File: src/rtl/usb_rx_ctrl_if.sv
// Bus between the USB receive front end (shift register, edge and EOP
// detectors) and the receive control unit, including the status outputs
// seen by the FIFO and the protocol layer.
interface usb_rx_ctrl_if #(
  parameter int CNT_W = 7
);
  // Front-end inputs to the controller
  logic             d_edge;
  logic             eop;
  logic             shift_enable;
  logic [7:0]       rcv_data;
  logic             byte_received;
  // Controller outputs
  logic             rcving;
  logic             w_enable;
  logic             r_error;
  logic [3:0]       pid;
  logic             pid_valid;
  logic [CNT_W-1:0] byte_count;
  logic [2:0]       err_code;
  logic             pkt_done;

  // Front end / environment side
  modport master (
    output d_edge, eop, shift_enable, rcv_data, byte_received,
    input  rcving, w_enable, r_error, pid, pid_valid, byte_count, err_code, pkt_done
  );

  // Receive controller side
  modport slave (
    input  d_edge, eop, shift_enable, rcv_data, byte_received,
    output rcving, w_enable, r_error, pid, pid_valid, byte_count, err_code, pkt_done
  );
endinterface

File: src/rtl/usb_rx_ctrl.sv
// USB receive control unit: walks one packet from the first bus edge through
// SYNC check, PID capture and payload bytes to EOP, strobing the RX FIFO for
// each payload byte and reporting an encoded error cause.
module usb_rx_ctrl #(
  parameter logic [7:0] SYNC_PATTERN = 8'b1000_0000,
  parameter int         MAX_PAYLOAD  = 64,
  parameter bit         CHECK_PID    = 1'b1
) (
  input  logic           clk,
  input  logic           rst,
  usb_rx_ctrl_if.slave   bus
);

  localparam int CNT_W = $clog2(MAX_PAYLOAD + 1);
  localparam logic [CNT_W-1:0] MAX_CNT = CNT_W'(MAX_PAYLOAD);

  localparam logic [2:0] ERR_NONE     = 3'd0;
  localparam logic [2:0] ERR_BAD_SYNC = 3'd1;
  localparam logic [2:0] ERR_BAD_PID  = 3'd2;
  localparam logic [2:0] ERR_SHORT    = 3'd3;
  localparam logic [2:0] ERR_OVERFLOW = 3'd4;
  localparam logic [2:0] ERR_BAD_EOP  = 3'd5;

  typedef enum logic [3:0] {
    IDLE,
    SYNC_WAIT,
    SYNC_CHK,
    PID_WAIT,
    PID_CHK,
    DATA_WAIT,
    STORE,
    EOP_2,
    DONE_WAIT,
    ERR_EOP,
    ERR_DLY,
    ERR_IDLE
  } state_t;

  state_t           state;
  logic [3:0]       pid_q;
  logic             pid_valid_q;
  logic [CNT_W-1:0] byte_count_q;
  logic [2:0]       err_code_q;
  logic             pkt_done_q;

  logic             rcving_d;
  logic             w_enable_d;
  logic             r_error_d;

  logic             se_eop;
  logic             se_j;

  // Byte counter never wraps, even if the overflow guard is ever bypassed.
  function automatic logic [CNT_W-1:0] sat_inc(input logic [CNT_W-1:0] c);
    return (c == {CNT_W{1'b1}}) ? c : c + 1'b1;
  endfunction

  // Upper nibble of a PID byte must be the complement of the lower nibble.
  function automatic logic pid_bad(input logic [7:0] b);
    return CHECK_PID && (b[7:4] != ~b[3:0]);
  endfunction

  assign se_eop = bus.shift_enable && bus.eop;
  assign se_j   = bus.shift_enable && !bus.eop;

  // Packet sequencer with registered status outputs.
  always_ff @(posedge clk) begin
    if (rst) begin
      state        <= IDLE;
      pid_q        <= 4'h0;
      pid_valid_q  <= 1'b0;
      byte_count_q <= '0;
      err_code_q   <= ERR_NONE;
      pkt_done_q   <= 1'b0;
    end else begin
      pkt_done_q <= 1'b0;
      case (state)
        IDLE: begin
          if (bus.d_edge) begin
            state        <= SYNC_WAIT;
            byte_count_q <= '0;
            pid_valid_q  <= 1'b0;
            err_code_q   <= ERR_NONE;
          end
        end
        SYNC_WAIT: begin
          if (bus.byte_received) state <= SYNC_CHK;
        end
        SYNC_CHK: begin
          if (bus.rcv_data == SYNC_PATTERN) begin
            state <= PID_WAIT;
          end else begin
            err_code_q <= ERR_BAD_SYNC;
            state      <= ERR_EOP;
          end
        end
        PID_WAIT: begin
          if (bus.byte_received) begin
            state <= PID_CHK;
          end else if (se_eop) begin
            err_code_q <= ERR_SHORT;
            state      <= ERR_DLY;
          end
        end
        PID_CHK: begin
          if (pid_bad(bus.rcv_data)) begin
            err_code_q <= ERR_BAD_PID;
            state      <= ERR_EOP;
          end else begin
            pid_q       <= bus.rcv_data[3:0];
            pid_valid_q <= 1'b1;
            state       <= DATA_WAIT;
          end
        end
        DATA_WAIT: begin
          // A byte arriving together with SE0 is taken as data.
          if (bus.byte_received) begin
            if (byte_count_q == MAX_CNT) begin
              err_code_q <= ERR_OVERFLOW;
              state      <= ERR_EOP;
            end else begin
              state <= STORE;
            end
          end else if (se_eop) begin
            state <= EOP_2;
          end
        end
        STORE: begin
          byte_count_q <= sat_inc(byte_count_q);
          state        <= DATA_WAIT;
        end
        EOP_2: begin
          if (se_eop) begin
            pkt_done_q <= 1'b1;
            state      <= DONE_WAIT;
          end else if (se_j) begin
            err_code_q <= ERR_BAD_EOP;
            state      <= ERR_IDLE;
          end
        end
        DONE_WAIT: begin
          if (bus.d_edge) state <= IDLE;
        end
        ERR_EOP: begin
          if (se_eop) state <= ERR_DLY;
        end
        ERR_DLY: begin
          if (bus.d_edge) state <= ERR_IDLE;
        end
        ERR_IDLE: begin
          if (bus.d_edge) begin
            state        <= SYNC_WAIT;
            byte_count_q <= '0;
            pid_valid_q  <= 1'b0;
            err_code_q   <= ERR_NONE;
          end
        end
        default: state <= IDLE;
      endcase
    end
  end

  // Moore decode of the bus-facing strobes from the state register alone.
  always_comb begin
    rcving_d   = 1'b1;
    w_enable_d = 1'b0;
    r_error_d  = 1'b0;
    case (state)
      IDLE, DONE_WAIT: rcving_d = 1'b0;
      STORE:           w_enable_d = 1'b1;
      ERR_EOP, ERR_DLY: r_error_d = 1'b1;
      ERR_IDLE: begin
        rcving_d  = 1'b0;
        r_error_d = 1'b1;
      end
      default: ;
    endcase
  end

  assign bus.rcving     = rcving_d;
  assign bus.w_enable   = w_enable_d;
  assign bus.r_error    = r_error_d;
  assign bus.pid        = pid_q;
  assign bus.pid_valid  = pid_valid_q;
  assign bus.byte_count = byte_count_q;
  assign bus.err_code   = err_code_q;
  assign bus.pkt_done   = pkt_done_q;

endmodule

File: src/flat_wrapper.sv
// flat-port wrapper written by rule: the top's interface ports become plain ports
module usb_rx_ctrl_flat 
#(
  parameter logic [7:0] SYNC_PATTERN = 8'b1000_0000,
  parameter int         MAX_PAYLOAD  = 64,
  parameter bit         CHECK_PID    = 1'b1
)
  (clk, rst, bus_d_edge, bus_eop, bus_shift_enable, bus_rcv_data, bus_byte_received, bus_rcving, bus_w_enable, bus_r_error, bus_pid, bus_pid_valid, bus_byte_count, bus_err_code, bus_pkt_done);
  usb_rx_ctrl_if #(.CNT_W(7)) bus_i ();
  input  logic clk;
  input  logic rst;
  input wire logic [$bits(bus_i.d_edge)-1:0] bus_d_edge;
  input wire logic [$bits(bus_i.eop)-1:0] bus_eop;
  input wire logic [$bits(bus_i.shift_enable)-1:0] bus_shift_enable;
  input wire logic [$bits(bus_i.rcv_data)-1:0] bus_rcv_data;
  input wire logic [$bits(bus_i.byte_received)-1:0] bus_byte_received;
  output wire logic [$bits(bus_i.rcving)-1:0] bus_rcving;
  output wire logic [$bits(bus_i.w_enable)-1:0] bus_w_enable;
  output wire logic [$bits(bus_i.r_error)-1:0] bus_r_error;
  output wire logic [$bits(bus_i.pid)-1:0] bus_pid;
  output wire logic [$bits(bus_i.pid_valid)-1:0] bus_pid_valid;
  output wire logic [$bits(bus_i.byte_count)-1:0] bus_byte_count;
  output wire logic [$bits(bus_i.err_code)-1:0] bus_err_code;
  output wire logic [$bits(bus_i.pkt_done)-1:0] bus_pkt_done;
  assign bus_i.d_edge = bus_d_edge;
  assign bus_i.eop = bus_eop;
  assign bus_i.shift_enable = bus_shift_enable;
  assign bus_i.rcv_data = bus_rcv_data;
  assign bus_i.byte_received = bus_byte_received;
  assign bus_rcving = bus_i.rcving;
  assign bus_w_enable = bus_i.w_enable;
  assign bus_r_error = bus_i.r_error;
  assign bus_pid = bus_i.pid;
  assign bus_pid_valid = bus_i.pid_valid;
  assign bus_byte_count = bus_i.byte_count;
  assign bus_err_code = bus_i.err_code;
  assign bus_pkt_done = bus_i.pkt_done;
  usb_rx_ctrl #(.SYNC_PATTERN(SYNC_PATTERN), .MAX_PAYLOAD(MAX_PAYLOAD), .CHECK_PID(CHECK_PID)) u_core (.clk(clk), .rst(rst), .bus(bus_i));
endmodule
File: config.mk
export PLATFORM = sky130hd
export DESIGN_NAME = usb_rx_ctrl_flat
export DESIGN_NICKNAME = d
export VERILOG_FILES = /design/src/rtl/usb_rx_ctrl_if.sv /design/src/rtl/usb_rx_ctrl.sv /design/src/flat_wrapper.sv
export SDC_FILE = /design/constraint.sdc
export NUM_CORES = 1
export LEC_CHECK = 0
export ABC_AREA = 1
export BUFFER_PORTS_ARGS = -buffer_cell sky130_fd_sc_hd__buf_2
export CAP_MARGIN = 20
export CORE_AREA = 2 2 47 70
export CTS_CLUSTER_SIZE = 40
export DETAILED_ROUTE_END_ITERATION = 10
export DIE_AREA = 0 0 49 72
export HOLD_SLACK_MARGIN = 0.03
export PLACE_DENSITY = 0.72
export RECOVER_POWER = 50
export SETUP_SLACK_MARGIN = 0.05
export SYNTH_ARGS = -nofsm -noshare
export SYNTH_HDL_FRONTEND = slang
export SYNTH_SLANG_ARGS = --single-unit
File: constraint.sdc
create_clock -name clk -period 2.2 [get_ports clk]
set_input_delay 0.44 -clock clk [delete_from_list [all_inputs] [get_ports clk]]
set_output_delay 0.44 -clock clk [all_outputs]
set_load 0.02 [all_outputs]
==> results of run 1 <==
==> cell families (layout without fill, tap and decap cells) <==
logic type	after synthesis	after routing	share of synthesized area
flip-flops	20	20	0.2857
AO/OA/AOI/OAI	30	30	0.1205
AND/OR/NAND/NOR	137	137	0.4509
buffers and inverters	44	77	0.1187
adder cells (fa/ha/maj)	2	2	0.01785
XOR/XNOR	1	1	0.006251
==> layout make-up <==
type                       instances  area [sq um]
inverter                          42         157.7
multi-input combinational        170         832.0
timing repair buffer              32         140.1
clock buffer                       3         41.29
sequential                        20         400.4
tap                               39         48.80
fill                             321          1292
==> path summary, 6_finish.rpt <==
check	start	cells past startpoint	end
worst max-delay path	u_core.state[3]$_SDFFE_PP0P_	6	bus_rcving
worst min-delay path	u_core.bus.pid[0]$_SDFFE_PP0P_	2	u_core.bus.pid[0]$_SDFFE_PP0P_
worst max register to register	u_core.state[3]$_SDFFE_PP0P_	10	u_core.bus.err_code[1]$_SDFFE_PP0P_
worst min register to register	u_core.bus.pid[0]$_SDFFE_PP0P_	2	u_core.bus.pid[0]$_SDFFE_PP0P_
==> synthesized netlist by cell type <==
cell,n,area share
nand2_2,6,0.027
inv_2,6,0.016
nor2_1,26,0.070
and3_1,2,0.0089
nor2_2,4,0.018
nand2_4,3,0.024
nand4_1,4,0.018
xor2_1,1,0.0063
inv_1,36,0.096
nand3_2,1,0.0071
nand3_1,13,0.046
a31o_2,1,0.0063
o211ai_1,2,0.011
a21oi_1,13,0.046
buf_2,1,0.0036
or2_2,1,0.0045
o21ai_1,2,0.0071
a211oi_1,1,0.0054
nand2_1,70,0.19
nor2_4,3,0.024
dfxtp_1,20,0.29
clkbuf_1,1,0.0027
ha_1,2,0.018
nand3b_1,1,0.0054
nor3_1,3,0.011
o21ai_0,8,0.029
o21bai_1,3,0.016
==> power breakdown <==
part	leakage [uW]	total (uW)	switching, uW	internal [uW]
Combinational	0.000650	717	485	232
Clock	0.0000216	237	115	122
Sequential	0.000162	456	49.0	407
==> state kept, by name, summed over array words and instances, names as in the netlist <==
register / count
u_core.bus.pid_valid: 1
u_core.state: 4
u_core.bus.err_code: 3
u_core.bus.byte_count: 7
u_core.bus.pkt_done: 1
u_core.bus.pid: 4
==> per-layer routing <==
metal  vias to the layer above  track usage  routed length [um]
met5                         -            0                   0
met2                        46       0.3805                1648
met3                        10      0.02263                 140
met4                         0       0.1270                  92
met1                       641       0.2168                1395
li1                        800            -                   -
==> metrics by stage <==
step	setup WS, ps	total power [uW]
2_1_floorplan	670.1	1026
3_3_place_gp	530.2	1195
3_5_place_dp	501.8	1188
4_1_cts	380.4	1426
5_1_grt	281.8	1539
6_report	382.9	1410
==> critical path: cells and delay by family, from the launching register on <==
family	cells	cell delay, ps
DFF	1	430
AOI/OAI and AO/OA	1	50
and+or+nand+nor	3	370
buffers and inverters	2	270
==> results.sh, run 1 <==
export IMPL_clk_insertion_delay_late_ps=260
export IMPL_cap_violations=0
export IMPL_end_kind="output pin"
export IMPL_grt_pass1_wl_um=5685
export IMPL_slowest_stage="dfxtp_1"
export IMPL_holdBufCountCts=0
export IMPL_areaGrowthSynthToFinish_pct=15.62
export IMPL_via_count=1497
export IMPL_status="completed"
export IMPL_crit_chain="inv_2 > nor2_4 > nand2_2 > nand2_4 > a21oi_1 > buf_2"
export IMPL_grt_max_degree=12
export IMPL_layout_nets=285
export IMPL_numPortBuffers=32
export IMPL_rsz0062_at_grt="no"
export IMPL_cts_root_buf="clkbuf_8"
export IMPL_reg2reg_setup_slack_ps=490
export IMPL_hp_class="flip-flop to flip-flop"
export IMPL_clkSinkCount=20
export IMPL_drtIter0Drc=44
export IMPL_worst_ir_drop_vdd_mv=0.4514
export IMPL_yosysUniqueCellTypes=27
export IMPL_fin_crit_sh=0.8260
export IMPL_fp_dieH_um=72
export IMPL_dpl_cell_area_sq_um=1602
export IMPL_finalSetupTns_ps=0
export IMPL_drc_errors=0
export IMPL_htreeDepth=1
export IMPL_start_kind="flip-flop"
export IMPL_worst_slew_pin_slew_ps=346.5
export IMPL_tritoncts="done"
export IMPL_final_cell_area_sq_um=1620
export IMPL_initial_core_util=0.4811
export IMPL_cp_max_fo=6
export IMPL_ys_warn_count=0
export IMPL_first_pass_iters=4
export IMPL_final_cell_mix="nand2_1 (70), inv_1 (36), nor2_1 (27)"
export IMPL_fin_skew_ps=3.327
export IMPL_slew_headroom=0.7683
export IMPL_cts_resized_gates=0
export IMPL_grt_pass1_vias=1410
export IMPL_n_antenna_cell=0
export IMPL_place_gp_congestion=0.9061
export IMPL_dp_cells=303
export IMPL_holdWs_ps=448.6
export IMPL_row_count=24
export IMPL_track_usage=0.2040
export IMPL_gr_total_overflow=0
export IMPL_antenna_found_initial=0
export IMPL_cp_required_ps=1760
export IMPL_syn_cell_area_sq_um=1401
export IMPL_core_sq_um=2913
export IMPL_syn_inst=234
export IMPL_antenna_left=0
export IMPL_final_common_cell="nand2_1"
export IMPL_ios=33
export IMPL_p_leak_uw=0.0008337
export IMPL_seq_area_frac_synth=0.2857
export IMPL_dieArea_sq_um=3528
export IMPL_fin_cells=306
export IMPL_finalMaxSlewViolations=0
export IMPL_worstSetupPathType="flip-flop to output pin"
export IMPL_numCtsBuffers=3
export IMPL_path_clk_slew_ps=70
export IMPL_slowest_delay_ps=430
export IMPL_finalCriticalPeriod_ps=1817
export IMPL_wire_per_inst_um=10.71
export IMPL_hpwl_um=2647
export IMPL_fmax_mhz=550.3
export IMPL_layout_drive_gt1_share=0.1573
export IMPL_postCtsSetupBuffers=0
export IMPL_die_width_um=49
export IMPL_avgSynthCellArea_sq_um=5.989
export IMPL_critPathArrivalTime_ps=1380
export IMPL_finalHoldViolCount=0
export IMPL_pwr_density_cell_nw_per_um2=870.2
export IMPL_fin_util=0.5563
export IMPL_drt_vias_per_instance=4.892
export IMPL_setup_viol=0
export IMPL_synth_nets=250
export IMPL_ys_ff_latch=20
export IMPL_clock_path_buffers=2
export IMPL_wl_um=3277
(Power assumes the default switching activity.)
==> run 2, diff against run 1 <==
--- a/config.mk
+++ b/config.mk
@@ -8,10 +8,10 @@
 export ABC_AREA = 1
 export BUFFER_PORTS_ARGS = -buffer_cell sky130_fd_sc_hd__buf_2
 export CAP_MARGIN = 20
-export CORE_AREA = 2 2 47 70
+export CORE_AREA = 2 2 48 72
 export CTS_CLUSTER_SIZE = 40
 export DETAILED_ROUTE_END_ITERATION = 10
-export DIE_AREA = 0 0 49 72
+export DIE_AREA = 0 0 50 74
 export HOLD_SLACK_MARGIN = 0.03
 export PLACE_DENSITY = 0.72
 export RECOVER_POWER = 50
==> constraint.sdc (replaced) <==
create_clock -name clk -period 1.5 [get_ports clk]
set_input_delay 0.3 -clock clk [delete_from_list [all_inputs] [get_ports clk]]
set_output_delay 0.3 -clock clk [all_outputs]
set_load 0.02 [all_outputs]
==> run 2 against run 1 <==
  * The flow now finishes with violations (negative setup slack)
  * Global-route usage increased by 0.94 points
  * Design area grew 29%
  * Clock power grew 80%
  * Combinational power rose by 120%
  * Wire length is 28% higher
  * Sequential power rose by 57%
  * Largest cell class unchanged
  * Largest power group unchanged
  * Worst setup slack lost 410 ps
  * Critical path depth is the same
  * Via count grew 13%
  * Sequential share of layout area decreased by 4.4 points
  * First-iteration DRC count fell by 4.5%
  * Count of clock-buffer cells in the layout is 1 higher
==> results.sh, run 2 (synthesized netlist as in run 1, its figures left out) <==
export IMPL_status="finished, violations left"
export IMPL_violations="negative setup slack"
export IMPL_cp_required_ps=1200
export IMPL_n_antenna_cell=0
export IMPL_dp_cells=314
export IMPL_power_internal_uw=1444
export IMPL_grt_pass1_wl_um=6072
export IMPL_clock_power_share=0.157
export IMPL_slew_headroom=0.8179
export IMPL_critPathArrivalTime_ps=1220
export IMPL_hp_class="input port to flip-flop"
export IMPL_finalHoldViolCount=0
export IMPL_p_leak_uw=0.001083
export IMPL_worst_slew_pin_slew_ps=272.9
export IMPL_wl_met2_um=2254
export IMPL_row_count=25
export IMPL_core_sq_um=3097
export IMPL_numCtsBuffers=3
export IMPL_final_cell_mix="nand2_1 (59), inv_1 (31), buf_2 (29)"
export IMPL_finalPower_uw=2710
export IMPL_setup_viol=1
export IMPL_pwr_density_cell_nw_per_um2=1298
export IMPL_areaGrowthSynthToFinish_pct=49.02
export IMPL_fin_crit_sh=1.017
export IMPL_combPwrFrac=0.578
export IMPL_holdWs_ps=329.7
export IMPL_die_width_um=50
export IMPL_largest_register_ffs=7
export IMPL_finalMaxSlewViolations=0
export IMPL_fp_dieH_um=74
export IMPL_final_cell_area_sq_um=2088
export IMPL_hpwl_um=2799
export IMPL_worstSetupPathType="flip-flop to output pin"
export IMPL_tritoncts="done"
export IMPL_layout_drive_gt1_share=0.4364
export IMPL_dieArea_sq_um=3700
export IMPL_place_gp_congestion=0.8975
export IMPL_fmax_mhz=655.8
export IMPL_cp_max_fo=6
export IMPL_finalCriticalPeriod_ps=1525
export IMPL_final_common_cell="nand2_1"
export IMPL_initial_core_util=0.4525
export IMPL_clock_path_buffers=2
export IMPL_seqCellArea_sq_um=424.2
export IMPL_path_clk_slew_ps=80
export IMPL_via_count=1690
export IMPL_gr_total_overflow=0
export IMPL_rsz0062_at_grt="yes"
export IMPL_seq_power_share=0.265
export IMPL_dpl_cell_area_sq_um=1685
export IMPL_ios=33
export IMPL_p_sw_frac=0.4672
export IMPL_end_kind="output pin"
export IMPL_clk_insertion_delay_late_ps=260
export IMPL_dr_wl_met3_um=210
export IMPL_n_fill_cell=265
export IMPL_fin_ws_ps=-24.81
export IMPL_fin_cells=331
export IMPL_cts_root_buf="clkbuf_8"
export IMPL_grt_pass1_vias=1425
export IMPL_wire_per_inst_um=12.70
export IMPL_drt_vias_per_instance=5.106
export IMPL_start_kind="flip-flop"
export IMPL_antenna_left=0
export IMPL_clkSinkCount=20
export IMPL_fin_skew_ps=1.415
export IMPL_antenna_found_initial=0
export IMPL_worst_ir_drop_vdd_mv=0.8557
export IMPL_routed_top_layer="met4"
export IMPL_numPortBuffers=32
export IMPL_drtIter0Drc=42
export IMPL_met1_length_um=1559
export IMPL_htreeDepth=1
export IMPL_multi_input_area_sq_um=1051
export IMPL_track_usage=0.2134
export IMPL_layout_nets=308
export IMPL_grt_max_degree=12
export IMPL_wl_um=4205
export IMPL_cap_violations=0
export IMPL_p_switching_uw=1266
export IMPL_drc_errors=0
export IMPL_first_pass_iters=4
-- run 2: cell count changes in the layout (fill, tap and decap cells not counted), moves of 5 or more --
cell      previous run  this run
nor2_4               3        10
nor2_1              27        18
nand2_1             70        59
buf_2               16        29
dfxtp_4              0         6
nand2_2              6        13
inv_1               36        31
dfxtp_1             20        13
buf_4                0        23
clkbuf_1            16         0
-- run 2: per-layer routing --
layer / vias up / GRT usage
met2: 55 / 0.3947
met5: - / 0
met4: 0 / 0.1358
met3: 17 / 0.03414
li1: 843 / -
met1: 775 / 0.2204
-- run 2: stage by stage --
step / utilization / worst slack (ps) / setup TNS [ps]
after CTS: 0.5826 / 6.047 / 0
after floorplan: - / 71.77 / 0
final: 0.6743 / -24.81 / -24.81
after detailed placement: 0.5442 / 0.1648 / 0
after global routing: 0.6743 / -58.32 / -157.8
after global placement: 0.5442 / 7.915 / 0
-- run 2: power by group through the flow --
stage               Sequential (uW)  Combinational (uW)  Clock, uW
detailed placement              677                1170          0
global route                    724                1720        453
finish                          718                1570        426
floorplan                       713                 798          0
global placement                674                1160          0
CTS                             691                1260        435
-- run 2: cell type report --
cell class,count,share of cell area
flip-flops and latches,20,0.2031
multi-input cells,171,0.5033
repair buffers,54,0.1630
well taps,40,0.02397
inverters,42,0.08029
clock buffers,4,0.02636
-- run 2: worst max-delay path, stage by stage (launching register included) --
cell and delay (ps):
dfxtp_4 390, nand2_4 80, inv_2 50, nand2_4 100, nand2_8 80, a21oi_2 110, buf_4 150
-- run 2: worst paths after layout --
| path | from | to | slack (ps) | cells after the start |
|---|---|---|---|---|
| hold reg to reg | u_core.bus.pid[2]$_SDFFE_PP0P_ | u_core.bus.pid[2]$_SDFFE_PP0P_ | 440 | 2 |
| hold / removal | bus_rcv_data[3] | u_core.bus.pid[3]$_SDFFE_PP0P_ | 330 | 3 |
| setup / recovery | u_core.state[0]$_SDFFE_PP0P_ | bus_rcving | -20 | 6 |
| setup reg to reg | u_core.state[0]$_SDFFE_PP0P_ | u_core.bus.err_code[2]$_SDFFE_PP0P_ | 60 | 11 |
-- run 2: repair_timing --
action,4_1_cts,5_1_grt
setup buffers,4,8
resized for setup,14,62
hold buffers,0,0
endpoints found under the setup margin,15,21
pin swaps,1,20
gates cloned,0,1
==> run 3, diff against run 2 <==
--- a/config.mk
+++ b/config.mk
@@ -12,6 +12,7 @@
 export CTS_CLUSTER_SIZE = 40
 export DETAILED_ROUTE_END_ITERATION = 10
 export DIE_AREA = 0 0 50 74
+export GPL_TIMING_DRIVEN = 0
 export HOLD_SLACK_MARGIN = 0.03
 export PLACE_DENSITY = 0.72
 export RECOVER_POWER = 50
==> run 3 against run 2 <==
  * The run now ends clean
  * Sequential share of layout area is 1.2 points higher
  * Clock skew rose by 3.3 ps
  * Clock power down 17%
  * Global-route usage down 0.76 points
  * Sequential cell count is the same
  * Register-to-register slack got worse by 20 ps
  * Design area down 5.4%
  * Count of clock-buffer cells in the layout fell by 1
  * Worst setup slack improved by 52 ps
  * Via count decreased by 4.3%
  * Critical endpoint unchanged
  * Largest power group unchanged
  * Highest routed layer unchanged
==> results.sh, run 3 (synthesized netlist as in run 1, its figures left out) <==
export IMPL_finalPower_uw=2527
export IMPL_crit_chain="nor2_4 > nand2_4 > nand2_8 > a21oi_4 > buf_6"
export IMPL_antenna_found_initial=0
export IMPL_hp_class="input port to flip-flop"
export IMPL_dp_slack_ps=-73.70
export IMPL_clkSinkCount=20
export IMPL_wl_um=3947
export IMPL_critPathArrivalTime_ps=1170
export IMPL_clk_insertion_delay_late_ps=260
export IMPL_fin_crit_sh=0.9818
export IMPL_grt_max_degree=11
export IMPL_row_count=25
export IMPL_cts_root_buf="clkbuf_8"
export IMPL_reg2reg_depth=10
export IMPL_cp_required_ps=1200
export IMPL_finalMaxSlewViolations=0
export IMPL_layout_nets=301
export IMPL_cap_violations=0
export IMPL_finalCriticalPeriod_ps=1473
export IMPL_layout_drive_gt1_share=0.3675
export IMPL_slew_headroom=0.6781
export IMPL_p_leak_uw=0.001035
export IMPL_holdBufCountCts=0
export IMPL_final_cell_area_sq_um=1976
export IMPL_status="completed"
export IMPL_hpwl_um=2591
export IMPL_grt_pass1_wl_um=5913
export IMPL_track_usage=0.2057
export IMPL_numCtsBuffers=3
export IMPL_clock_path_buffers=2
export IMPL_path_clk_slew_ps=70
export IMPL_core_sq_um=3097
export IMPL_numPortBuffers=31
export IMPL_drc_errors=0
export IMPL_drt_vias_per_instance=5.009
export IMPL_start_kind="flip-flop"
export IMPL_fin_skew_ps=4.688
export IMPL_gr_total_overflow=0
export IMPL_first_pass_iters=5
export IMPL_hold_depth=3
export IMPL_areaGrowthSynthToFinish_pct=40.98
export IMPL_finalHoldViolCount=0
export IMPL_seqCellArea_sq_um=425.4
export IMPL_htreeDepth=1
export IMPL_fin_ws_ps=27.35
export IMPL_cp_max_fo=5
export IMPL_ios=33
export IMPL_tritoncts="done"
export IMPL_worstHoldStart="bus_rcv_data[0]"
export IMPL_dieArea_sq_um=3700
export IMPL_n_antenna_cell=0
export IMPL_fp_dieH_um=74
export IMPL_wire_per_inst_um=12.22
export IMPL_largest_register_ffs=7
export IMPL_worst_ir_drop_vdd_mv=0.8591
export IMPL_dpl_cell_area_sq_um=1614
export IMPL_fmax_mhz=679.0
export IMPL_worstSetupPathType="flip-flop to output pin"
export IMPL_final_common_cell="nand2_1"
export IMPL_hold_path_end="u_core.bus.pid[0]$_SDFFE_PP0P_"
export IMPL_die_width_um=50
export IMPL_grt_pass1_vias=1385
export IMPL_pwr_density_cell_nw_per_um2=1279
export IMPL_initial_core_util=0.4525
export IMPL_rsz0062_at_grt="yes"
export IMPL_reg2reg_setup_slack_ps=40
export IMPL_final_cell_mix="nand2_1 (63), inv_1 (34), buf_2 (30)"
export IMPL_antenna_left=0
export IMPL_drtIter0Drc=47
export IMPL_slowest_stage="dfxtp_4"
export IMPL_via_count=1618
export IMPL_end_kind="output pin"
export IMPL_slowest_delay_ps=380
export IMPL_r2r_start="u_core.state[3]$_SDFFE_PP0P_"
export IMPL_setup_viol=0
export IMPL_r2r_end="u_core.state[0]$_SDFFE_PP0P_"
export IMPL_n_fill_cell=293
export IMPL_place_gp_congestion=0.8480
export IMPL_worst_slew_pin_slew_ps=482.9
export IMPL_multi_input_area_sq_um=1005
==> run 3: cell types whose count changed in the layout (fill, tap and decap cells not counted), moves of 2 or more <==
cell and delta:
nand2_2 -6, nor3_1 +2, inv_2 -2, buf_6 +2
o21ai_1 +2, nor3_2 -2, inv_1 +3, nand2_4 +3
nand2_1 +4, o21ai_2 -2, buf_4 -11
==> run 3: metal layers <==
metal	share of wire	GRT usage	vias to the layer above
met3	0.041	0.02610	13
met1	0.39	0.2253	733
met5	0	0	-
met2	0.54	0.3845	43
met4	0.032	0.1019	0
li1	-	-	829
==> run 3: metrics by stage <==
stage / instances / util / setup TNS, ps / hold WS, ps
floorplan: 234 / - / 0 / 491.5
finish: 323 / 0.6380 / 0 / 344.2
CTS: 315 / 0.5733 / 0 / 347.9
global placement: 305 / 0.5212 / -261.0 / 429.4
global route: 323 / 0.6380 / -142.3 / 386.9
detailed placement: 305 / 0.5212 / -299.4 / 432.9
==> run 3: worst max-delay path by stage <==
stage	start	endpoint	depth (start not counted)
finish	u_core.state[1]$_SDFFE_PP0P_	bus_rcving	5
global route	u_core.state[3]$_SDFFE_PP0P_	u_core.bus.err_code[1]$_SDFFE_PP0P_	11
CTS	u_core.state[3]$_SDFFE_PP0P_	bus_rcving	6
detailed placement	u_core.state[3]$_SDFFE_PP0P_	u_core.bus.byte_count[3]$_SDFFE_PP0P_	10
global placement	u_core.state[3]$_SDFFE_PP0P_	u_core.bus.byte_count[3]$_SDFFE_PP0P_	10
floorplan	u_core.bus.byte_count[1]$_SDFFE_PP0P_	u_core.bus.byte_count[3]$_SDFFE_PP0P_	9
==> run 3: critical path, delay by kind of cell, from the launching register on <==
family	cells	cell delay, ps
buffers and inverters	1	130
and+or+nand+nor	3	370
DFF	1	380
AOI/OAI and AO/OA	1	30
==> run 3: area by class of cell <==
cell class	count	share of cell area
plain buffers	2	0.004433
well taps	40	0.02533
multi-input cells	171	0.5085
repair buffers	45	0.1419
flip-flops and latches	20	0.2153
clock buffers	3	0.02090
inverters	42	0.08360
==> run 3: report_power, final <==
group / switching (uW) / leakage (uW) / internal [uW]
Clock: 173 / 0.0000216 / 179
Sequential: 99.0 / 0.000168 / 616
Combinational: 915 / 0.000846 / 545
Total: 1190 / 0.00103 / 1340
==> run 3: timing repair <==
action	in CTS	in global routing
pin swaps	6	13
cloned	1	0
setup endpoints to repair	21	19
setup buffers	6	8
resized for setup	23	38
hold endpoints to repair	0	0
